$ cat src/rtl/sobel_window_buffer_if.sv
// Pixel-stream bundle between the grayscale stage and the 3x3 window builder.
// The master drives pixels in; the slave returns windows.
interface sobel_window_buffer_if #(
    parameter int PIXEL_WIDTH_OUT = 8
);
    logic                         px_rdy_i;
    logic [PIXEL_WIDTH_OUT-1:0]   in_px_gray_i;
    logic [9*PIXEL_WIDTH_OUT-1:0] win_px_o;
    logic                         px_rdy_o;
    logic                         frame_end_o;

    modport master (
        output px_rdy_i, in_px_gray_i,
        input  win_px_o, px_rdy_o, frame_end_o
    );

    modport slave (
        input  px_rdy_i, in_px_gray_i,
        output win_px_o, px_rdy_o, frame_end_o
    );
endinterface

$ cat src/rtl/sobel_window_buffer.sv
// Builds 3x3 pixel windows from a raster gray stream using two shift-register
// line buffers; emits one window per interior pixel, one cycle after it arrives.
module sobel_window_buffer #(
    parameter int IMG_WIDTH  = 16,
    parameter int IMG_HEIGHT = 16
) (
    input  logic                  clk_i,
    input  logic                  nreset_i,
    sobel_window_buffer_if.slave  bus
);
    localparam int PIXEL_WIDTH_OUT = 8;
    localparam int PW = PIXEL_WIDTH_OUT;
    localparam int CW = (IMG_WIDTH  > 1) ? $clog2(IMG_WIDTH)  : 1;
    localparam int RW = (IMG_HEIGHT > 1) ? $clog2(IMG_HEIGHT) : 1;
    localparam logic [CW-1:0] COL_LAST = CW'(IMG_WIDTH - 1);
    localparam logic [RW-1:0] ROW_LAST = RW'(IMG_HEIGHT - 1);

    logic [CW-1:0]     r_col;
    logic [RW-1:0]     r_row;
    logic [PW-1:0]     r_lb1 [IMG_WIDTH];
    logic [PW-1:0]     r_lb2 [IMG_WIDTH];
    logic [PW-1:0]     r_win [3][3];
    logic [PW-1:0]     w_win_next [3][3];
    logic [9*PW-1:0]   w_win_flat;
    logic [9*PW-1:0]   r_win_out;
    logic              r_px_rdy;
    logic              r_frame_end;
    logic              w_accept;
    logic              w_col_last;
    logic              w_row_last;
    logic              w_interior;

    assign w_accept   = bus.px_rdy_i;
    assign w_col_last = (r_col == COL_LAST);
    assign w_row_last = (r_row == ROW_LAST);
    assign w_interior = (r_row >= RW'(2)) && (r_col >= CW'(2));

    always_ff @(posedge clk_i or negedge nreset_i) begin
        if (!nreset_i) begin
            r_col <= '0;
            r_row <= '0;
        end else if (w_accept) begin
            if (w_col_last) begin
                r_col <= '0;
                r_row <= w_row_last ? '0 : r_row + RW'(1);
            end else begin
                r_col <= r_col + CW'(1);
            end
        end
    end

    // Line buffers carry no reset: stale lines are masked until row 2 of a frame.
    always_ff @(posedge clk_i) begin
        if (w_accept) begin
            r_lb1[0] <= bus.in_px_gray_i;
            r_lb2[0] <= r_lb1[IMG_WIDTH-1];
            for (int i = 1; i < IMG_WIDTH; i++) begin
                r_lb1[i] <= r_lb1[i-1];
                r_lb2[i] <= r_lb2[i-1];
            end
        end
    end

    always_comb begin
        for (int r = 0; r < 3; r++) begin
            for (int c = 0; c < 2; c++) begin
                w_win_next[r][c] = r_win[r][c+1];
            end
        end
        w_win_next[0][2] = r_lb2[IMG_WIDTH-1];
        w_win_next[1][2] = r_lb1[IMG_WIDTH-1];
        w_win_next[2][2] = bus.in_px_gray_i;
    end

    // Row-major packing: element 0 (top-left) lands in the most significant byte.
    generate
        for (genvar gi = 0; gi < 9; gi++) begin : g_pack
            assign w_win_flat[(8-gi)*PW +: PW] = w_win_next[gi/3][gi%3];
        end
    endgenerate

    always_ff @(posedge clk_i or negedge nreset_i) begin
        if (!nreset_i) begin
            for (int r = 0; r < 3; r++) begin
                for (int c = 0; c < 3; c++) begin
                    r_win[r][c] <= '0;
                end
            end
        end else if (w_accept) begin
            r_win <= w_win_next;
        end
    end

    // The visible window only changes when a complete interior window is formed.
    always_ff @(posedge clk_i or negedge nreset_i) begin
        if (!nreset_i) begin
            r_win_out   <= '0;
            r_px_rdy    <= 1'b0;
            r_frame_end <= 1'b0;
        end else begin
            r_px_rdy    <= w_accept && w_interior;
            r_frame_end <= w_accept && w_row_last && w_col_last;
            if (w_accept && w_interior) begin
                r_win_out <= w_win_flat;
            end
        end
    end

    assign bus.win_px_o    = r_win_out;
    assign bus.px_rdy_o    = r_px_rdy;
    assign bus.frame_end_o = r_frame_end;
endmodule

$ cat src/flat_wrapper.sv
// flat-port wrapper written by rule: the top's interface ports become plain ports
module sobel_window_buffer_flat 
#(
    parameter int IMG_WIDTH  = 16,
    parameter int IMG_HEIGHT = 16
)
  (clk_i, nreset_i, bus_px_rdy_i, bus_in_px_gray_i, bus_win_px_o, bus_px_rdy_o, bus_frame_end_o);
  sobel_window_buffer_if #(.PIXEL_WIDTH_OUT(8)) bus_i ();
  input  logic clk_i;
  input  logic nreset_i;
  input wire logic [$bits(bus_i.px_rdy_i)-1:0] bus_px_rdy_i;
  input wire logic [$bits(bus_i.in_px_gray_i)-1:0] bus_in_px_gray_i;
  output wire logic [$bits(bus_i.win_px_o)-1:0] bus_win_px_o;
  output wire logic [$bits(bus_i.px_rdy_o)-1:0] bus_px_rdy_o;
  output wire logic [$bits(bus_i.frame_end_o)-1:0] bus_frame_end_o;
  assign bus_i.px_rdy_i = bus_px_rdy_i;
  assign bus_i.in_px_gray_i = bus_in_px_gray_i;
  assign bus_win_px_o = bus_i.win_px_o;
  assign bus_px_rdy_o = bus_i.px_rdy_o;
  assign bus_frame_end_o = bus_i.frame_end_o;
  sobel_window_buffer #(.IMG_WIDTH(IMG_WIDTH), .IMG_HEIGHT(IMG_HEIGHT)) u_core (.clk_i(clk_i), .nreset_i(nreset_i), .bus(bus_i));
endmodule
$ cat config.mk
export PLATFORM = sky130hd
export DESIGN_NAME = sobel_window_buffer_flat
export DESIGN_NICKNAME = d
export VERILOG_FILES = /design/src/rtl/sobel_window_buffer_if.sv /design/src/rtl/sobel_window_buffer.sv /design/src/flat_wrapper.sv
export SDC_FILE = /design/constraint.sdc
export NUM_CORES = 1
export LEC_CHECK = 0
export ABC_AREA = 1
export ABC_CLOCK_PERIOD_IN_PS = 1400
export CAP_MARGIN = 10
export CORE_UTILIZATION = 45
export DETAILED_ROUTE_END_ITERATION = 10
export PLACE_DENSITY = 0.64
export RECOVER_POWER = 50
export SYNTH_ARGS = -nofsm -noshare
export SYNTH_HDL_FRONTEND = slang
export SYNTH_SLANG_ARGS = --single-unit
$ cat constraint.sdc
create_clock -name clk_i -period 1.4 [get_ports clk_i]
set_clock_uncertainty 0.1 [all_clocks]
set_input_delay 0.14 -clock clk_i [delete_from_list [all_inputs] [get_ports clk_i]]
set_output_delay 0.14 -clock clk_i [all_outputs]
set_load 0.005 [all_outputs]
==> flow_metrics.tcl, run 1 <==
set metrics [dict create \
    status "finished, violations left" \
    violations "setup timing" \
    fin_ws_ns -0.132 \
    insertion_delay_ns 0.52 \
    port_buffers 84 \
    criticalPathCategory "reg2reg" \
    peakVddDrop_v 0.000894 \
    die_area_um2 29500 \
    power.total_w 0.0302 \
    crit_required_ns 1.70 \
    critPathMaxFanout 19 \
    path_clk_slew_ns 0.06 \
    dp_hpwl_um 12700 \
    start_util 0.462 \
    vias 7021 \
    route.detailed.drc 0 \
    n_antenna_cell 0 \
    grt_pass1_wl_um 35000 \
    io_pins 85 \
    syn_avg_cell_area_um2 15.5 \
    finalCritPeriodShare 1.09 \
    ys_seq_area_frac 0.843 \
    fin_crit_ns 1.53 \
    synth_nets 853 \
    final_cells 1426 \
    gp_congestion 0.781 \
    worstMarginPinSlew_ns 0.506 \
    syn_inst 838 \
    dp.cells 1307 \
    setup_viol 191 \
    multiInputGateArea_um2 1890 \
    drtAntennaViolNets 0 \
    clockRootBuffer "clkbuf_16" \
    ys_ff_latch 386 \
    hold_viol 0 \
    firstDrtPassIters 5 \
    numCtsBuffers 38 \
    yosysWarnings 0 \
    cp_data_arrival_time_ns 1.84 \
    slew_viol_final 0 \
    ff_latch_area_um2 10900 \
    antenna_found_initial 0 \
    startpoint_type "flop" \
    p_leak_nw 6.89 \
    grt_pass1_vias 6602 \
    die_x_um 172 \
    drive_gt1_frac 0.198 \
    slew_headroom 0.663 \
    synth.distinct_cells 19 \
    num-nets-final 1035 \
    power_density_nw_per_um2 1850 \
    critPathCaptureType "flop" \
    fp.coreArea_um2 28100 \
    whs_ns 0.206 \
    fillCellCount 2203 \
    row_count 61 \
    drt_iter0_markers 672 \
    rsz0062_at_grt "true" \
    grt_max_degree 86 \
    htree_levels 2 \
    fmax_mhz 653 \
    syn2layout_area_growth_pct 25.8 \
    die_h_um 172 \
    overflow 0 \
    cts_num_sinks 386 \
    avgRoutedWirePerCell_um 16.1 \
    wl_um 22900 \
    cts_max_path_buffers 3 \
    synth_area_um2 13000 \
    via_per_inst 4.92 \
    grt_usage 0.154 \
    max-cap-violations 0 \
    hold_path.class "in2reg" \
    cts_tree "built" \
]
[layout make-up]
cell class | instances | area share
multi-input combinational | 403 | 0.116
tap | 378 | 0.0290
clock inverter | 16 | 0.0120
clock buffer | 52 | 0.0634
sequential | 386 | 0.670
inverter | 9 | 0.00207
timing repair buffer | 182 | 0.108
[power by group]
group          internal [W]  switching, W  leakage (nW)  total (W)
sequential           0.0138      0.000858          4.12     0.0146
clock               0.00593       0.00399         0.600    0.00993
combinational       0.00286       0.00275          2.17    0.00560
[layer usage]
metal | GRT usage | vias up | routed length [um]
met1 | 0.219 | 3468 | 10300
met4 | 0.0473 | 0 | 464
met5 | 0 | - | 0
met2 | 0.240 | 202 | 10800
met3 | 0.0306 | 44 | 1300
li1 | - | 3307 | -
[layout by cell type, fill, tap and decap left out, drive strengths merged]
cell and instances:
clkdlybuf4s15 45, nor2 11, clkbuf 86, dfrtp 130, dlygate4sd3 11, ha 4, bufinv 4, clkinv 13
buf 90, nand3 3, edfxtp 256, dlygate4sd2 2, xor2 2, nand2 305, o21ai 4, inv 8
a21oi 2, nand4 72
[repair_timing]
| action | 4_1_cts | 5_1_grt |
|---|---|---|
| hold buffers | 3 | 0 |
| buffers inserted | 34 | 9 |
| setup endpoints to repair | 152 | 106 |
| cloned | 3 | 3 |
| pin swaps | 11 | 5 |
| hold endpoints to repair | 154 | 0 |
| gates resized for setup | 172 | 56 |
[critical path, stage by stage (launching register included)]
cell and delay (ns):
dfrtp_1 0.42, ha_4 0.18, nor2_2 0.13, nand2_2 0.09, buf_6 0.16, buf_12 0.16, nand4_1 0.10, nand2_1 0.07
[path summary, 6_finish.rpt]
| check | from | slack [ns] | end | depth (start not counted) |
|---|---|---|---|---|
| hold / removal | bus_in_px_gray_i[3] | 0.21 | u_core.r_lb1[0][3] | 1 |
| min in group asynchronous | nreset_i | 0.59 | u_core.bus.win_px_o[62] | 3 |
| setup / recovery | u_core.r_col[1] | -0.13 | u_core.bus.win_px_o[30] | 7 |
| setup reg to reg | u_core.r_col[1] | -0.13 | u_core.bus.win_px_o[30] | 7 |
| hold reg to reg | u_core.r_lb1[1][13] | 0.32 | u_core.r_lb1[1][21] | 0 |
| max in group asynchronous | nreset_i | -0.01 | u_core.bus.win_px_o[37] | 4 |
[per-stage QoR]
stage / TNS (ns) / worst slack (ns) / utilization / instance area, um2
after floorplan: 0 / 0.0000291 / - / 13000
after global placement: -2.98 / -0.0581 / 0.521 / 14600
after detailed placement: -6.08 / -0.124 / 0.521 / 14600
after CTS: -5.06 / -0.104 / 0.579 / 16300
after global routing: -30.96 / -0.201 / 0.581 / 16300
final: -14.00 / -0.132 / 0.581 / 16300
[registers in the layout, summed over array words and instances, names as in the netlist]
name / flops
u_core.r_lb2: 128
u_core.bus.win_px_o: 72
u_core.r_win: 48
u_core.bus.frame_end_o: 1
u_core.r_lb1: 128
u_core.r_col: 4
u_core.bus.px_rdy_o: 1
u_core.r_row: 4
[cell families after synthesis]
family,synth area share
compound gates,0.00231
xor+xnor,0.00135
fa+ha+maj,0.00386
buf+inv,0.0208
flops,0.843
simple gates,0.129
[synthesized netlist by cell type (all sizes together)]
| cell | n | area share |
|---|---|---|
| nand2 | 305 | 0.089 |
| buf | 32 | 0.016 |
| ha | 4 | 0.0039 |
| a21oi | 2 | 0.00077 |
| nand4 | 72 | 0.035 |
| nor2 | 11 | 0.0034 |
| clkinv | 1 | 0.00029 |
| clkbuf | 8 | 0.0023 |
| dfrtp | 130 | 0.25 |
| nand3 | 3 | 0.0021 |
| inv | 8 | 0.0023 |
| edfxtp | 256 | 0.59 |
| o21ai | 4 | 0.0015 |
| xor2 | 2 | 0.0013 |
Note: power is estimated with default switching activity, not from simulation.
==> run 2: changes to the inputs <==
- CORE_UTILIZATION: 45 -> 52
- CTS_CLUSTER_SIZE: default -> 40
- HOLD_SLACK_MARGIN: default -> 0.08
- PLACE_DENSITY: 0.64 -> 0.72
==> run 2 against run 1 <==
Against the previous run: fmax down 3.6%; cell count down 3.4%; register-to-register slack worse by 0.06 ns; largest cell class unchanged; the run ends with hold timing, setup timing left; combinational power up 25%.
==> flow_metrics.tcl, run 2 (synthesized netlist as in run 1, its figures left out) <==
set metrics [dict create \
    status "finished, violations left" \
    violations "hold timing, setup timing" \
    hold_start "bus_px_rdy_i" \
    cts_num_sinks 386 \
    clockRootBuffer "clkbuf_16" \
    postLayoutCellArea_um2 16600 \
    worstMarginPinSlew_ns 0.534 \
    path_clk_slew_ns 0.06 \
    via_per_inst 5.36 \
    htree_levels 2 \
    syn2layout_area_growth_pct 28.0 \
    rsz0062_at_grt "true" \
    drt-met1-wl_um 10500 \
    insertion_delay_ns 0.52 \
    fin_ws_ns -0.189 \
    grt_pass1_vias 6882 \
    hold_viol 7 \
    peakVddDrop_v 0.00122 \
    io_pins 85 \
    hold_path.class "in2reg" \
    dr_wl_met2_um 13200 \
    min_to "u_core.r_lb1[1][28]" \
    routed.top_layer "met4" \
    p_leak_nw 7.04 \
    port_buffers 84 \
    num-nets-final 1043 \
    final_cell_mix "256 x edfxtp_1, 210 x nand2_1, 130 x dfrtp_1" \
    whs_ns -0.108 \
    dpl_cell_area_um2 14400 \
    drt_iter0_markers 598 \
    wl_um 26400 \
    final_common_cell "edfxtp_1" \
    grt_max_degree 68 \
    start_util 0.532 \
    critPathMaxFanout 8 \
    fp.coreArea_um2 24400 \
    fin_crit_ns 1.59 \
    firstDrtPassIters 5 \
    max-cap-violations 0 \
    antenna_found_initial 0 \
    gp_congestion 0.786 \
    fin_util 0.681 \
    ff2ff_path_depth 9 \
    crit_required_ns 1.69 \
    row_count 57 \
    criticalPathCategory "reg2reg" \
    finalCritPeriodShare 1.14 \
    r2r_slack_ns -0.19 \
    route.detailed.drc 0 \
    cts_max_path_buffers 3 \
    dp_hpwl_um 12000 \
    pre_cts_ws_ns -0.147 \
    die_area_um2 25600 \
    met3RoutedLength_um 1850 \
    tns_ns -10.92 \
    r2r_end "u_core.bus.win_px_o[44]" \
    r2r_start "u_core.r_col[0]" \
    fmax_mhz 629 \
    numCtsBuffers 37 \
    cts_hold_buf 4 \
    multiInputGateArea_um2 2180 \
    hold_depth 1 \
    vias 7384 \
    fillCellCount 1574 \
    grt_pass1_wl_um 36300 \
    slew_viol_final 0 \
    critPathCaptureType "flop" \
    setup_viol 79 \
    cp_data_arrival_time_ns 1.88 \
    startpoint_type "flop" \
    cts_tree "built" \
    die_h_um 160 \
    power_density_nw_per_um2 1870 \
    drive_gt1_frac 0.269 \
    overflow 0 \
    avgRoutedWirePerCell_um 19.2 \
    die_x_um 160 \
    drtAntennaViolNets 0 \
    final_cells 1377 \
    slew_headroom 0.644 \
    grt_usage 0.185 \
    n_antenna_cell 0 \
    dp.cells 1237 \
    ff_latch_area_um2 10900 \
]
## run 2: changes by cell type in the layout (fill, tap and decap cells not counted), sizes merged, moves of 3 or more
| cell | delta |
|---|---|
| inv | +3 |
| clkinv | -3 |
| buf | +10 |
| clkdlybuf4s15 | +8 |
| clkdlybuf4s50 | +8 |
| dlygate4sd3 | -8 |
| clkbuf | -11 |
| bufinv | -3 |
## run 2: report_power, final
part / switching (W) / leakage, nW / total [W] / internal [W]
registers: 0.000982 / 4.12 / 0.0148 / 0.0138
clock network: 0.00408 / 0.542 / 0.00927 / 0.00520
logic: 0.00344 / 2.38 / 0.00702 / 0.00358
total: 0.00850 / 7.04 / 0.0311 / 0.0226
## run 2: through the flow
| stage | power, W | hold WS, ns |
|---|---|---|
| 6_report | 0.0311 | -0.108 |
| 5_1_grt | 0.0323 | -0.123 |
| 4_1_cts | 0.0292 | -0.133 |
| 3_5_place_dp | 0.0195 | -0.0376 |
| 3_3_place_gp | 0.0193 | -0.0378 |
| 2_1_floorplan | 0.0166 | -0.256 |
## run 2: per-layer routing
layer / vias to the layer above / track usage
li1: 3321 / -
met1: 3645 / 0.258
met2: 348 / 0.293
met3: 70 / 0.0348
met4: 0 / 0.0649
met5: - / 0
## run 2: timing repair
item | in CTS | in global routing
pin swaps | 0 | 11
setup endpoints to repair | 149 | 168
gates cloned | 2 | 9
endpoints found under the hold margin | 152 | 12
buffers inserted | 39 | 25
resized for setup | 148 | 174
## run 2: layout make-up
type | count | share of cell area
multi-input combinational | 403 | 0.131
clock buffer | 50 | 0.0599
inverter | 9 | 0.00203
clock inverter | 14 | 0.00663
tap | 324 | 0.0244
sequential | 386 | 0.659
timing repair buffer | 191 | 0.117
## run 2: worst max path at each step
stage               depth (start not counted)                      end             from  slack (ns)
global route                                9  u_core.bus.win_px_o[66]  u_core.r_col[0]       -0.23
finish                                      9  u_core.bus.win_px_o[44]  u_core.r_col[0]       -0.19
detailed placement                          8   u_core.bus.win_px_o[7]  u_core.r_col[0]       -0.15
global placement                            8   u_core.bus.win_px_o[4]  u_core.r_row[0]       -0.04
floorplan                                   8  u_core.bus.win_px_o[27]  u_core.r_row[0]     0.00003
CTS                                         9  u_core.bus.win_px_o[26]  u_core.r_col[0]       -0.14
## run 2: critical path, stage by stage, from the launching register on
cell and delay, ns:
dfrtp_1 0.41, inv_2 0.10, ha_4 0.15, nor2_4 0.04
nand2_4 0.09, nand3_4 0.12, buf_6 0.17, buf_12 0.15
nand2_4 0.07, nand2_2 0.05
==> run 3: changes to the inputs <==
- CTS_BUF_LIST: default -> sky130_fd_sc_hd__clkbuf_16
- GPL_TIMING_DRIVEN: default -> 0
==> run 3 against run 2 <==
Against the previous run: total power is 2.6% higher; global-route usage is 0.87 points higher; clock power is 6.0% higher; largest cell class unchanged; sequential power hardly changed; cell area is 0.98% higher; largest power group unchanged; die area stayed put; critical path depth is 1 higher; the run still ends with hold timing, setup timing left; worst setup slack worse by 0.081 ns.
==> flow_metrics.tcl, run 3 (synthesized netlist as in run 1, its figures left out) <==
set metrics [dict create \
    status "finished, violations left" \
    violations "hold timing, setup timing" \
    grt_max_degree 109 \
    fin_util 0.688 \
    tns_ns -11.99 \
    cp_data_arrival_time_ns 1.94 \
    setup_viol 80 \
    slew_headroom 0.338 \
    gp_congestion 0.829 \
    die_x_um 160 \
    vias 7515 \
    die_area_um2 25600 \
    critPathCaptureType "flop" \
    port_buffers 84 \
    finalCritPeriodShare 1.19 \
    route.detailed.drc 0 \
    dp_hpwl_um 13400 \
    via_per_inst 5.33 \
    numCtsBuffers 38 \
    p_int_w 0.0234 \
    drt_iter0_markers 655 \
    pwr-share-seq 0.465 \
    antenna_found_initial 0 \
    path_clk_slew_ns 0.06 \
    crit_required_ns 1.67 \
    final_common_cell "edfxtp_1" \
    avgRoutedWirePerCell_um 18.5 \
    cts_hold_buf 1 \
    wl_um 26200 \
    final_cells 1411 \
    hold_viol 46 \
    hold_depth 1 \
    p_switching_w 0.00849 \
    combPwrFrac 0.227 \
    cts_max_path_buffers 3 \
    firstDrtPassIters 5 \
    die_h_um 160 \
    power.total_w 0.0319 \
    max-cap-violations 0 \
    overflow 0 \
    ff2ff_path_depth 10 \
    row_count 57 \
    p_leak_nw 7.20 \
    worstMarginPinSlew_ns 0.993 \
    power_density_nw_per_um2 1900 \
    critPathMaxFanout 5 \
    pre_cts_ws_ns -0.492 \
    cts_num_sinks 386 \
    start_util 0.532 \
    criticalPathCategory "reg2reg" \
    grt_pass1_wl_um 38100 \
    htree_levels 2 \
    syn2layout_area_growth_pct 29.2 \
    clockRootBuffer "clkbuf_16" \
    fin_ws_ns -0.270 \
    drtAntennaViolNets 0 \
    clkPwrFrac 0.308 \
    r2r_slack_ns -0.27 \
    startpoint_type "flop" \
    fp.coreArea_um2 24400 \
    hold_path.class "in2reg" \
    p_sw_frac 0.266 \
    grt_usage 0.193 \
    fmax_mhz 599 \
    dp.cells 1249 \
    rsz0062_at_grt "true" \
    n_antenna_cell 0 \
    num-nets-final 1073 \
    drive_gt1_frac 0.257 \
    whs_ns -0.0570 \
    final_cell_mix "256 x edfxtp_1, 235 x nand2_1, 130 x dfrtp_1" \
    grt_pass1_vias 7071 \
    insertion_delay_ns 0.52 \
    slew_viol_final 0 \
    fin_crit_ns 1.67 \
    cts_tree "built" \
    io_pins 85 \
    peakVddDrop_v 0.00116 \
]
## run 3: metal layers
layer	vias up	wire, um	track usage
met5	-	0	0
met4	0	718	0.0619
met3	63	1830	0.0403
met2	313	12500	0.296
met1	3744	11200	0.281
li1	3395	-	-
## run 3: path summary, 6_finish.rpt
kind / from / to
setup / recovery: u_core.r_col[0] / u_core.bus.win_px_o[22]
hold / removal: bus_px_rdy_i / u_core.r_lb1[0][22]
setup reg to reg: u_core.r_col[0] / u_core.bus.win_px_o[22]
hold reg to reg: u_core.r_lb1[1][51] / u_core.r_lb1[1][59]
max in group asynchronous: nreset_i / u_core.bus.win_px_o[6]
min in group asynchronous: nreset_i / u_core.bus.win_px_o[61]
## run 3: metrics by stage
stage | area, um2 | hold WS, ns
finish | 16800 | -0.0570
global route | 16800 | -0.0546
CTS | 16400 | -0.0724
detailed placement | 14300 | 0.0478
global placement | 14200 | 0.300
floorplan | 13000 | -0.256
## run 3: critical path: stages (launching register included)
cell and delay (ns):
dfrtp_1 0.40, inv_2 0.09, ha_4 0.13, nor2_4 0.04, nand2_4 0.11, nand3_4 0.11
buf_12 0.15, buf_8 0.12, buf_8 0.12, nand2_1 0.06, nand2_1 0.09
## run 3: power groups by stage
stage	clock network, W	registers (W)	logic (W)
2_1_floorplan	0	0.0147	0.00182
3_3_place_gp	0	0.0150	0.00439
3_5_place_dp	0	0.0149	0.00453
4_1_cts	0.00996	0.0146	0.00618
5_1_grt	0.0104	0.0149	0.00779
6_report	0.00983	0.0148	0.00723
## run 3: timing repair
action,CTS,global route
gates resized for setup,207,107
endpoints found under the hold margin,176,46
cloned,7,3
buffers inserted,64,25
pin swaps,11,6
setup endpoints to repair,150,213
## run 3: layout make-up
class | count | area (um2)
flip-flops and latches | 386 | 10900
inverters | 9 | 33.8
plain buffers | 37 | 315
well taps | 324 | 405
multi-input cells | 404 | 2110
clock buffers | 39 | 976
clock inverters | 30 | 236
repair buffers | 182 | 1750
fillers | 1532 | 7620
